$ cat src/rtl/udp_rx_strip_32.sv
// udp_rx_strip_32
//   Receives the 32-bit AXIS byte stream from the 8->32 width converter,
//   checks the Ethernet/IPv4/UDP header (42 bytes, no IP options), drops
//   frames not addressed to LOCAL_IP:UDP_PORT, strips the header, and
//   re-aligns the payload by 2 bytes into an MSB-aligned output stream.
//   Frame metadata (source IP/port, payload length) is presented with a
//   one-cycle meta_valid pulse.
//
// Ports
//   clk_32, reset_32_n             clock, async active-low reset
//   axis_*_in / axis_tready_out    input stream (partial last word right-aligned)
//   axis_*_out / axis_tready_in    output stream (partial last word MSB-aligned)
//   meta_valid, meta_src_ip, meta_src_port, meta_len   accepted-frame metadata
//   frame_ok_cnt, frame_drop_cnt   saturating frame counters
//
// Build option
//   UDP_RX_IP_CSUM_EN : when defined, frames whose IPv4 header checksum does
//   not verify are dropped.
module udp_rx_strip_32 #(
  parameter logic [15:0] UDP_PORT = 16'h1F90,
  parameter logic [31:0] LOCAL_IP = 32'hC0A80102,
  parameter int unsigned CNT_W    = 16
) (
  input  logic             clk_32,
  input  logic             reset_32_n,
  input  logic [31:0]      axis_tdata_in,
  input  logic [3:0]       axis_tkeep_in,
  input  logic             axis_tvalid_in,
  input  logic             axis_tlast_in,
  output logic             axis_tready_out,
  output logic [31:0]      axis_tdata_out,
  output logic [3:0]       axis_tkeep_out,
  output logic             axis_tvalid_out,
  output logic             axis_tlast_out,
  input  logic             axis_tready_in,
  output logic             meta_valid,
  output logic [31:0]      meta_src_ip,
  output logic [15:0]      meta_src_port,
  output logic [15:0]      meta_len,
  output logic [CNT_W-1:0] frame_ok_cnt,
  output logic [CNT_W-1:0] frame_drop_cnt
);

  typedef enum logic [1:0] {HDR, PAYLOAD, FLUSH, DROP} state_t;

  state_t      state, state_nx;
  logic [3:0]  wcnt, wcnt_nx;
  logic [15:0] residue, residue_nx;
  logic [15:0] rem, rem_nx;
  logic [2:0]  flush_n, flush_n_nx;
  logic        pad_ok, pad_ok_nx;
  logic [31:0] src_ip_sh;
  logic [15:0] src_port_sh;

  logic [31:0] cur;
  logic [2:0]  n_in, avail;
  logic        out_free, hdr_fail, csum_bad, hdr_acc;
  logic        ld_out, ld_last, meta_ld, inc_ok, inc_drop;
  logic [31:0] ld_data;
  logic [2:0]  ld_cnt;
  logic [3:0]  ld_keep;

  function automatic logic [3:0] keep_of(input logic [2:0] k);
    case (k)
      3'd1:    return 4'b1000;
      3'd2:    return 4'b1100;
      3'd3:    return 4'b1110;
      3'd4:    return 4'b1111;
      default: return 4'b0000;
    endcase
  endfunction

  // Left-justify a partial last word so byte 0 of the beat is always [31:24].
  always_comb begin
    n_in = 3'd4;
    cur  = axis_tdata_in;
    if (axis_tlast_in) begin
      case (axis_tkeep_in)
        4'b0001: begin n_in = 3'd1; cur = {axis_tdata_in[7:0], 24'd0};  end
        4'b0011: begin n_in = 3'd2; cur = {axis_tdata_in[15:0], 16'd0}; end
        4'b0111: begin n_in = 3'd3; cur = {axis_tdata_in[23:0], 8'd0};  end
        default: ;
      endcase
    end
  end

  assign hdr_acc  = (state == HDR) && axis_tvalid_in;
  assign out_free = ~axis_tvalid_out | axis_tready_in;
  assign avail    = 3'd2 + n_in;

`ifdef UDP_RX_IP_CSUM_EN
  logic [15:0] csum_acc, csum_nx;

  function automatic logic [15:0] oc_add(input logic [15:0] a, input logic [15:0] b);
    logic [16:0] s;
    s = {1'b0, a} + {1'b0, b};
    return s[15:0] + {15'd0, s[16]};
  endfunction

  // IP header occupies w3[15:0] .. w8[31:16]; the total must be all-ones.
  always_comb begin
    csum_nx = csum_acc;
    case (wcnt)
      4'd3:                   csum_nx = cur[15:0];
      4'd4, 4'd5, 4'd6, 4'd7: csum_nx = oc_add(oc_add(csum_acc, cur[31:16]), cur[15:0]);
      4'd8:                   csum_nx = oc_add(csum_acc, cur[31:16]);
      default: ;
    endcase
  end
  assign csum_bad = (csum_nx != 16'hFFFF);

  always_ff @(posedge clk_32 or negedge reset_32_n) begin
    if (!reset_32_n)  csum_acc <= '0;
    else if (hdr_acc) csum_acc <= csum_nx;
  end
`else
  assign csum_bad = 1'b0;
`endif

  always_comb begin
    hdr_fail = 1'b0;
    case (wcnt)
      4'd3: hdr_fail = (cur[31:16] != 16'h0800) || (cur[15:8] != 8'h45);
      4'd5: hdr_fail = (cur[7:0] != 8'h11);
      4'd7: hdr_fail = (cur[15:0] != LOCAL_IP[31:16]);
      4'd8: hdr_fail = (cur[31:16] != LOCAL_IP[15:0]) || csum_bad;
      4'd9: hdr_fail = (cur[31:16] != UDP_PORT) || (cur[15:0] <= 16'd8);
      default: ;
    endcase
  end

  always_comb begin
    state_nx        = state;
    wcnt_nx         = wcnt;
    residue_nx      = residue;
    rem_nx          = rem;
    flush_n_nx      = flush_n;
    pad_ok_nx       = pad_ok;
    axis_tready_out = 1'b0;
    ld_out          = 1'b0;
    ld_data         = '0;
    ld_cnt          = 3'd0;
    ld_last         = 1'b0;
    meta_ld         = 1'b0;
    inc_ok          = 1'b0;
    inc_drop        = 1'b0;
    case (state)
      HDR: begin
        axis_tready_out = 1'b1;
        if (axis_tvalid_in) begin
          wcnt_nx = wcnt + 4'd1;
          if (axis_tlast_in) begin
            wcnt_nx  = '0;
            inc_drop = 1'b1;
          end else if (hdr_fail) begin
            wcnt_nx   = '0;
            pad_ok_nx = 1'b0;
            state_nx  = DROP;
          end else if (wcnt == 4'd9) begin
            meta_ld = 1'b1;
          end else if (wcnt == 4'd10) begin
            wcnt_nx    = '0;
            residue_nx = cur[15:0];
            rem_nx     = meta_len;
            state_nx   = PAYLOAD;
          end
        end
      end
      PAYLOAD: begin
        axis_tready_out = out_free;
        if (axis_tvalid_in && out_free) begin
          // Two residue bytes lead; the upper half of this beat completes the word.
          ld_out     = 1'b1;
          ld_data    = {residue, cur[31:16]};
          residue_nx = cur[15:0];
          if (rem <= 16'd4 && rem <= 16'(avail)) begin
            // UDP length satisfied; anything after is Ethernet padding.
            ld_cnt  = rem[2:0];
            ld_last = 1'b1;
            rem_nx  = '0;
            if (axis_tlast_in) begin
              inc_ok   = 1'b1;
              state_nx = HDR;
            end else begin
              pad_ok_nx = 1'b1;
              state_nx  = DROP;
            end
          end else if (axis_tlast_in && avail <= 3'd4) begin
            ld_cnt   = avail;
            ld_last  = 1'b1;
            rem_nx   = '0;
            inc_ok   = 1'b1;
            state_nx = HDR;
          end else begin
            ld_cnt = 3'd4;
            rem_nx = rem - 16'd4;
            if (axis_tlast_in) begin
              flush_n_nx = avail - 3'd4;
              inc_ok     = 1'b1;
              state_nx   = FLUSH;
            end
          end
        end
      end
      FLUSH: begin
        if (out_free) begin
          ld_out   = 1'b1;
          ld_data  = {residue, 16'd0};
          ld_cnt   = (rem < 16'(flush_n)) ? rem[2:0] : flush_n;
          ld_last  = 1'b1;
          rem_nx   = '0;
          state_nx = HDR;
        end
      end
      DROP: begin
        axis_tready_out = 1'b1;
        if (axis_tvalid_in && axis_tlast_in) begin
          inc_ok    = pad_ok;
          inc_drop  = ~pad_ok;
          pad_ok_nx = 1'b0;
          state_nx  = HDR;
        end
      end
      default: state_nx = HDR;
    endcase
  end

  assign ld_keep = keep_of(ld_cnt);

  always_ff @(posedge clk_32 or negedge reset_32_n) begin
    if (!reset_32_n) begin
      state   <= HDR;
      wcnt    <= '0;
      residue <= '0;
      rem     <= '0;
      flush_n <= '0;
      pad_ok  <= 1'b0;
    end else begin
      state   <= state_nx;
      wcnt    <= wcnt_nx;
      residue <= residue_nx;
      rem     <= rem_nx;
      flush_n <= flush_n_nx;
      pad_ok  <= pad_ok_nx;
    end
  end

  always_ff @(posedge clk_32 or negedge reset_32_n) begin
    if (!reset_32_n) begin
      axis_tvalid_out <= 1'b0;
      axis_tdata_out  <= '0;
      axis_tkeep_out  <= '0;
      axis_tlast_out  <= 1'b0;
    end else if (ld_out) begin
      axis_tvalid_out <= 1'b1;
      axis_tdata_out  <= ld_data & {{8{ld_keep[3]}}, {8{ld_keep[2]}}, {8{ld_keep[1]}}, {8{ld_keep[0]}}};
      axis_tkeep_out  <= ld_keep;
      axis_tlast_out  <= ld_last;
    end else if (axis_tready_in) begin
      axis_tvalid_out <= 1'b0;
    end
  end

  // Source fields go to shadows first so the metadata outputs only change on meta_valid.
  always_ff @(posedge clk_32 or negedge reset_32_n) begin
    if (!reset_32_n) begin
      src_ip_sh     <= '0;
      src_port_sh   <= '0;
      meta_valid    <= 1'b0;
      meta_src_ip   <= '0;
      meta_src_port <= '0;
      meta_len      <= '0;
    end else begin
      meta_valid <= meta_ld;
      if (hdr_acc) begin
        if (wcnt == 4'd6) src_ip_sh[31:16] <= cur[15:0];
        if (wcnt == 4'd7) src_ip_sh[15:0]  <= cur[31:16];
        if (wcnt == 4'd8) src_port_sh      <= cur[15:0];
      end
      if (meta_ld) begin
        meta_src_ip   <= src_ip_sh;
        meta_src_port <= src_port_sh;
        meta_len      <= cur[15:0] - 16'd8;
      end
    end
  end

  always_ff @(posedge clk_32 or negedge reset_32_n) begin
    if (!reset_32_n) begin
      frame_ok_cnt   <= '0;
      frame_drop_cnt <= '0;
    end else begin
      if (inc_ok && frame_ok_cnt != '1)     frame_ok_cnt   <= frame_ok_cnt + 1'b1;
      if (inc_drop && frame_drop_cnt != '1) frame_drop_cnt <= frame_drop_cnt + 1'b1;
    end
  end

endmodule

$ cat config.mk
export PLATFORM = sky130hd
export DESIGN_NAME = udp_rx_strip_32
export DESIGN_NICKNAME = d
export VERILOG_FILES = /design/src/rtl/udp_rx_strip_32.sv
export SDC_FILE = /design/constraint.sdc
export NUM_CORES = 1
export LEC_CHECK = 0
export ABC_AREA = 0
export BUFFER_PORTS_ARGS = -buffer_cell sky130_fd_sc_hd__buf_2
export CAP_MARGIN = 20
export CORE_MARGIN = 2
export CORE_UTILIZATION = 45
export CTS_BUF_LIST = sky130_fd_sc_hd__clkbuf_8
export CTS_CLUSTER_SIZE = 30
export DETAILED_ROUTE_END_ITERATION = 12
export GPL_TIMING_DRIVEN = 0
export PLACE_DENSITY = 0.66
export RECOVER_POWER = 50
export SLEW_MARGIN = 20
export SYNTH_ARGS = -nofsm -noshare
export SYNTH_HDL_FRONTEND = slang
export SYNTH_SLANG_ARGS = --single-unit
$ cat constraint.sdc
create_clock -name clk_32 -period 6.53 [get_ports clk_32]
set_clock_uncertainty 0.15 [all_clocks]
set_input_delay 0.653 -clock clk_32 [delete_from_list [all_inputs] [get_ports clk_32]]
set_output_delay 0.653 -clock clk_32 [all_outputs]
set_load 0.005 [all_outputs]
==> results of run 1 <==
## cell type report
cell class                      count  area, µm²  share of cell area (%)
Inverter                           42        158                    1.21
Buffer                             52        255                    1.97
Tap cell                          324        405                    3.12
Sequential cell                   225       5630                    43.4
Antenna cell                        1       2.50                  0.0193
Clock inverter                     23        109                   0.839
Clock buffer                       45        619                    4.77
Timing Repair Buffer              173        867                    6.68
Multi-Input combinational cell    768       4930                    38.0
## through the flow
| stage | setup WS (ps) | hold WS (ps) |
|---|---|---|
| 6_report | 2350 | 321 |
| 5_1_grt | 2100 | 294 |
| 4_1_cts | 2450 | 276 |
| 3_5_place_dp | 1910 | 311 |
| 3_3_place_gp | 728 | 308 |
| 2_1_floorplan | 2850 | 207 |
## flip-flops by register name, indices dropped and copies added (netlist names)
signal and count:
axis_tdata_out 32, meta_src_ip 32, src_ip_sh 32, frame_drop_cnt 16
frame_ok_cnt 16, meta_len 16, meta_src_port 16, rem 16
residue 16, src_port_sh 16, axis_tkeep_out 4, wcnt 4
flush_n 3, state 2, axis_tlast_out 1, axis_tvalid_out 1
meta_valid 1, pad_ok 1
## repair_timing
item / 4_1_cts / 5_1_grt
endpoints found under the hold margin: 74 / 0
setup buffers: 0 / 0
hold buffers: 1 / 0
## power groups by stage
| stage | Combinational, mW | Clock, mW | Sequential (mW) |
|---|---|---|---|
| after CTS | 1.63 | 1.24 | 2.00 |
| after global routing | 1.82 | 1.31 | 2.05 |
| after detailed placement | 1.62 | 0 | 2.02 |
| after floorplan | 1.08 | 0 | 1.97 |
| after global placement | 1.59 | 0 | 2.01 |
| final | 1.63 | 1.20 | 2.01 |
## layout by cell type (no fill, tap or decap), types with 18 or more instances in the layout
cell type,netlist,routed
dfrtp_1,225,225
ha_1,18,18
a21oi_1,41,41
buf_2,12,134
nor3_1,27,27
nand2_1,154,154
mux2_2,70,70
mux2i_1,26,26
o21ai_0,103,103
inv_1,42,59
clkbuf_1,28,75
xnor2_1,28,28
nand3_1,26,26
nor2_1,68,68
clkbuf_8,0,45
## worst paths after layout
check | start | end | cells past startpoint
setup / recovery | axis_tkeep_in[3] | meta_src_ip[12] | 11
hold / removal | axis_tdata_in[22] | src_ip_sh[6] | 3
setup reg to reg | rem[11] | axis_tdata_out[17] | 9
hold reg to reg | src_ip_sh[12] | src_ip_sh[12] | 2
max in group asynchronous | reset_32_n | meta_src_ip[1] | 4
min in group asynchronous | reset_32_n | rem[9] | 2
## critical path, stage by stage
cell      delay (ps)
buf_2            130
nand3b_1         320
nor2_1           220
buf_2            250
clkbuf_1         480
a31oi_1          210
nor4_1           610
o211ai_1         260
nor4_4           610
buf_4            330
mux2_2           360
## kinds of logic (layout without fill, tap and decap cells)
family                   count (synthesis)  count (layout)  synth area share [%]
AND/OR/NAND/NOR                        366             366                  15.8
AO/OA/AOI/OAI                          249             249                  14.4
flip-flops                             225             225                  51.3
multiplexers                            97              97                  9.65
buffers and inverters                   94             335                  3.76
XOR/XNOR                                38              38                  3.03
adder cells (fa/ha/maj)                 18              18                  2.05
other                                    0               1                     0
## layer usage
metal | track usage, % | part of all wire (%) | vias up | wire (µm)
met5 | 0 | 0 | - | 0
met4 | 6.96 | 2.0 | 0 | 636
met3 | 5.17 | 7.3 | 50 | 2330
met2 | 37.5 | 46 | 401 | 14700
met1 | 34.6 | 45 | 4550 | 14200
li1 | - | - | 4293 | -
==> results.cfg, run 1 <==
[worst_setup_path]
cp_max_fo = 10
critPathArrivalTime_ps = 4440
worst-setup-path-type = in -> reg
endpoint_kind = flip-flop
cp_data_required_time_ps = 6800
setup.worst_path.start_class = input port
reg2reg_slack_ps = 2690

[cells_and_area]
final_net_count = 1360
fin_area_mm2 = 0.0130
fin_cells = 1653
nFillCells = 2270
area_growth_pct = 18.2
final_util_pct = 53.9
drive_above_1_share_pct = 21.1

[drt]
drtPass1Iterations = 6
vias = 9294
wl_um = 31800
vias_per_cell = 5.62
detail-route-antenna-nets = 0
wl_per_cell_um = 19.2
drt_iter0_drc = 1085
drc_errors = 0

[power]
switching_share_pct = 38.3
p_sw_mw = 1.85
power_mw = 4.84
total_leakage_power_nw = 6.33
vdd_drop_max_mv = 0.194
pwr-share-seq_pct = 41.5
clkPwrFrac_pct = 24.8
p_per_area_mw_per_mm2 = 373
p_comb_share_pct = 33.7
intPower_mw = 2.99

[timing]
worst_slew_pin_slew_ps = 1210
grt_setup_unrepaired = no
tns_ps = 0
finalSetupViolations = 0
post-route-period-util_pct = 64.0
max_freq_mhz = 239
fin_crit_ps = 4180
relSlewSlack_pct = 18.5
drv_slew = 0
finalHoldViolCount = 0

[clocking]
cts-root-buf = clkbuf_8
clk_pin_slew_ps = 60
cts_resized = 0
numCtsBuffers = 39
clock-sinks = 225
cts_max_path_buffers = 3
cts_tree = done
cts_max_level = 2
clk_latency_ps = 540

[grt]
grt_pass1_vias = 8887
grt_overflow_total = 0
grt.total_usage_pct = 24.3
grt_max_degree = 91
grt_pass1_wl_um = 49300
antenna_found_initial = 0

[placed_design]
gp_congestion = 0.965
place_hpwl_um = 23300
placed_area_mm2 = 0.0123
port_buffers = 170
placed_cells = 1583

[job]
maxCapViolCount = 0

[floorplan]
num_rows = 57
dieArea_mm2 = 0.0257
io_pins = 177
die_h_um = 160
die_w_um = 160
start_util_pct = 45.5
core_mm2 = 0.0241

[synth]
yosys.cell_types.count = 69
netlist.area_leader.share_pct = 51.3
async_reset_ff_share_pct = 100
syn_area_mm2 = 0.0110
synth_nets = 1146
synthFlopType = dfrtp_1
syn_area_per_cell_um2 = 10.1
netlist_top_cells_area = dfrtp_1 51%, mux2_2 7.2%, nand2_1 5.3%
synth_top_area_cell = dfrtp_1
synth_most_common_cell = dfrtp_1
ys_ff_latch = 225
ys_seq_area_share_pct = 51.3
synth_common_cells = 225 x dfrtp_1, 154 x nand2_1, 103 x o21ai_0
synth_edf_count = 0
ys.warnings.count = 0
synthCells = 1087

[hold_path]
hp-class = in -> reg

[status]
run_status = complete, no violations
Note: power is estimated with default switching activity, not from simulation.
==> run 2: changes to the inputs <==
ABC_AREA = 1   (was 0)
PLACE_DENSITY = 0.68   (was 0.66)
clock period = 3.7 ns   (was 6.53 ns; I/O delays follow)
==> run 2 against run 1 <==
The run now ends with max-capacitance violations, max-slew violations left. Critical path depth increased by 6. Setup slack worse by 2000 ps. Synthesized cell count grew 33%. Register-to-register slack got worse by 2400 ps. Sequential share of layout area shrank 1.3 points. Critical endpoint is now axis_tdata_out[15]. Largest power group unchanged.
==> results.cfg, run 2 <==
[status]
violations = max-capacitance violations, max-slew violations
run_status = finished with violations

[clocking]
clk_latency_ps = 540
cts_max_path_buffers = 3
cts_max_level = 2
clk_pin_slew_ps = 60
clock-sinks = 225
cts-root-buf = clkbuf_8
numCtsBuffers = 39
cts_tree = done
postCtsSetupBuffers = 0

[synth]
synthFlopType = dfrtp_1
synth_xor_area_share_pct = 4.03
synth_nets = 1500
synth_fa_ha_area_share_pct = 1.99
yosys.cell_types.count = 40
synth_top_area_cell = dfrtp_1
yosys.area_share.simple_pct = 29.5
async_reset_ff_share_pct = 100
syn_area_mm2 = 0.0113
synth_edf_count = 0
syn_area_per_cell_um2 = 7.84
synth_top_family_by_area = simple AND/OR/NAND/NOR gates
netlist.area_leader.share_pct = 49.8
synth_common_cells = 501 x nand2_1, 225 x dfrtp_1, 134 x nor2_1
ys.warnings.count = 0
synth_compound_area_share_pct = 7.23
netlist_top_cells_area = dfrtp_1 50%, nand2_1 17%, nand3_1 5.3%
synthCells = 1441
synth_mux_area_share_pct = 0.199
synth_most_common_cell = nand2_1
ys_seq_area_share_pct = 49.8
ys_ff_latch = 225

[power]
switching_share_pct = 36.3
p_comb_share_pct = 30.3
p_sw_mw = 3.06
pwr-share-seq_pct = 42.6
p_per_area_mw_per_mm2 = 629
vdd_drop_max_mv = 0.396
clkPwrFrac_pct = 27.0
power_mw = 8.42
total_leakage_power_nw = 7.34
intPower_mw = 5.36

[timing]
finalHoldViolCount = 0
drv_slew = 77
finalSetupViolations = 0
max_freq_mhz = 297
worst_slew_pin_slew_ps = 1960
tns_ps = 0
grt_setup_unrepaired = no
relSlewSlack_pct = -30.6
fin_crit_ps = 3370
post-route-period-util_pct = 91.0

[grt]
grt_overflow_total = 0
grt.total_usage_pct = 24.3
grt_pass1_vias = 9797
grt_max_degree = 92
antenna_found_initial = 0
grt_pass1_wl_um = 50900

[cells_and_area]
drive_above_1_share_pct = 14.8
final_common_cell = nand2_1
final_net_count = 1719
largest_registers = axis_tdata_out: 32 flops, meta_src_ip: 32 flops, src_ip_sh: 32 flops
area_growth_pct = 18.5
regArea_mm2 = 0.00563
fin_cells = 2016
final_util_pct = 53.8
final_cell_mix = 501 x nand2_1, 225 x dfrtp_1, 154 x buf_2
diodes = 0
multiInputGateArea_mm2 = 0.00486
nFillCells = 2423

[worst_setup_path]
r2r-end = axis_tdata_out[15]
cp_max_fo = 8
reg2reg_slack_ps = 330
worst-setup-path-type = reg -> reg
setup.worst_path.start_class = flip-flop
critPathArrivalTime_ps = 3610
endpoint_kind = flip-flop
r2r_start = rem[2]
cp_data_required_time_ps = 3950
r2r_cells = 17

[hold_path]
holdPathEnd = axis_tvalid_out
hp-class = in -> reg
min_from = axis_tready_in
hold_depth = 4

[floorplan]
start_util_pct = 45.4
core_mm2 = 0.0249
die_h_um = 162
num_rows = 58
dieArea_mm2 = 0.0264
io_pins = 177
die_w_um = 162

[placed_design]
place_hpwl_um = 23900
placed_cells = 1948
port_buffers = 175
gp_congestion = 0.960

[job]
maxCapViolCount = 1

[drt]
drtPass1Iterations = 5
vias = 10200
detail-route-antenna-nets = 0
vias_per_cell = 5.08
wl_um = 32000
wl_per_cell_um = 15.9
drt_iter0_drc = 815
drc_errors = 0
-- run 2: changes by cell type after synthesis, sizes merged, moves of 16 or more --
cell / delta
nor2: +71
xor2: +26
a22o: -17
mux2i: -26
nand2: +351
a21oi: -25
inv: +92
nand3: +95
mux2: -69
a22oi: -16
-- run 2: kinds of logic after synthesis --
logic type / count (synthesis)
adders and majority gates: 18
muxes: 2
and+or+nand+nor: 805
DFF: 225
AOI/OAI and AO/OA: 152
xor gates and xnor gates: 52
buffers and inverters: 187
-- run 2: metrics by stage --
step | hold WS [ps] | area, µm² | worst slack, ps
after floorplan | -75.6 | 11300 | 958
after global placement | 306 | 12600 | -1880
after detailed placement | 238 | 12700 | 51.9
after CTS | 28.2 | 13500 | 343
after global routing | 56.8 | 13400 | 1.79
final | 41.5 | 13400 | 334
-- run 2: layout make-up --
class                   instances  area share [%]
plain buffers                  53            2.36
clock buffers                  49            5.04
clock inverters                18           0.822
inverters                     134            3.76
multi-input cells            1029            36.3
flip-flops and latches        225            42.0
well taps                     330            3.08
repair buffers                178            6.60
-- run 2: power groups by stage --
stage / Combinational [mW] / Sequential, mW / Clock (mW)
detailed placement: 2.57 / 3.61 / 0
CTS: 2.59 / 3.58 / 2.33
global placement: 2.51 / 3.60 / 0
finish: 2.55 / 3.59 / 2.28
global route: 2.91 / 3.67 / 2.43
floorplan: 1.69 / 3.54 / 0
-- run 2: layer usage --
metal	track usage (%)	up-vias	routed length, µm
met5	0	-	0
met4	8.21	0	961
met3	4.76	76	2680
met2	37.4	390	14100
met1	34.5	4767	14200
li1	-	5000	-
-- run 2: critical path, stage by stage, from the launching register on --
cell and delay, ps:
dfrtp_1 480, inv_1 180, ha_1 230, inv_1 50
nor2_1 330, nor2_1 100, nor2_1 130, nand2_1 170
o211ai_1 280, nand2_1 90, inv_1 90, nand2_1 50
nand2_1 120, nor2_1 60, nand3_1 210, nand2_1 280
nand3_1 170, nand2_1 60
-- run 2: worst max-delay path by stage --
stage,start,endpoint,depth (start not counted)
finish,rem[2],axis_tdata_out[15],17
global route,rem[2],axis_tdata_out[2],16
CTS,rem[2],axis_tdata_out[2],16
detailed placement,axis_tkeep_in[2],axis_tdata_out[2],22
global placement,reset_32_n,axis_tdata_out[17],1
floorplan,axis_tkeep_in[2],axis_tkeep_out[3],21
-- run 2: timing repair --
action                     CTS  global route
gates resized for setup      0             0
hold endpoints to repair    75             0
setup endpoints to repair    0             0
hold buffers                 1             0
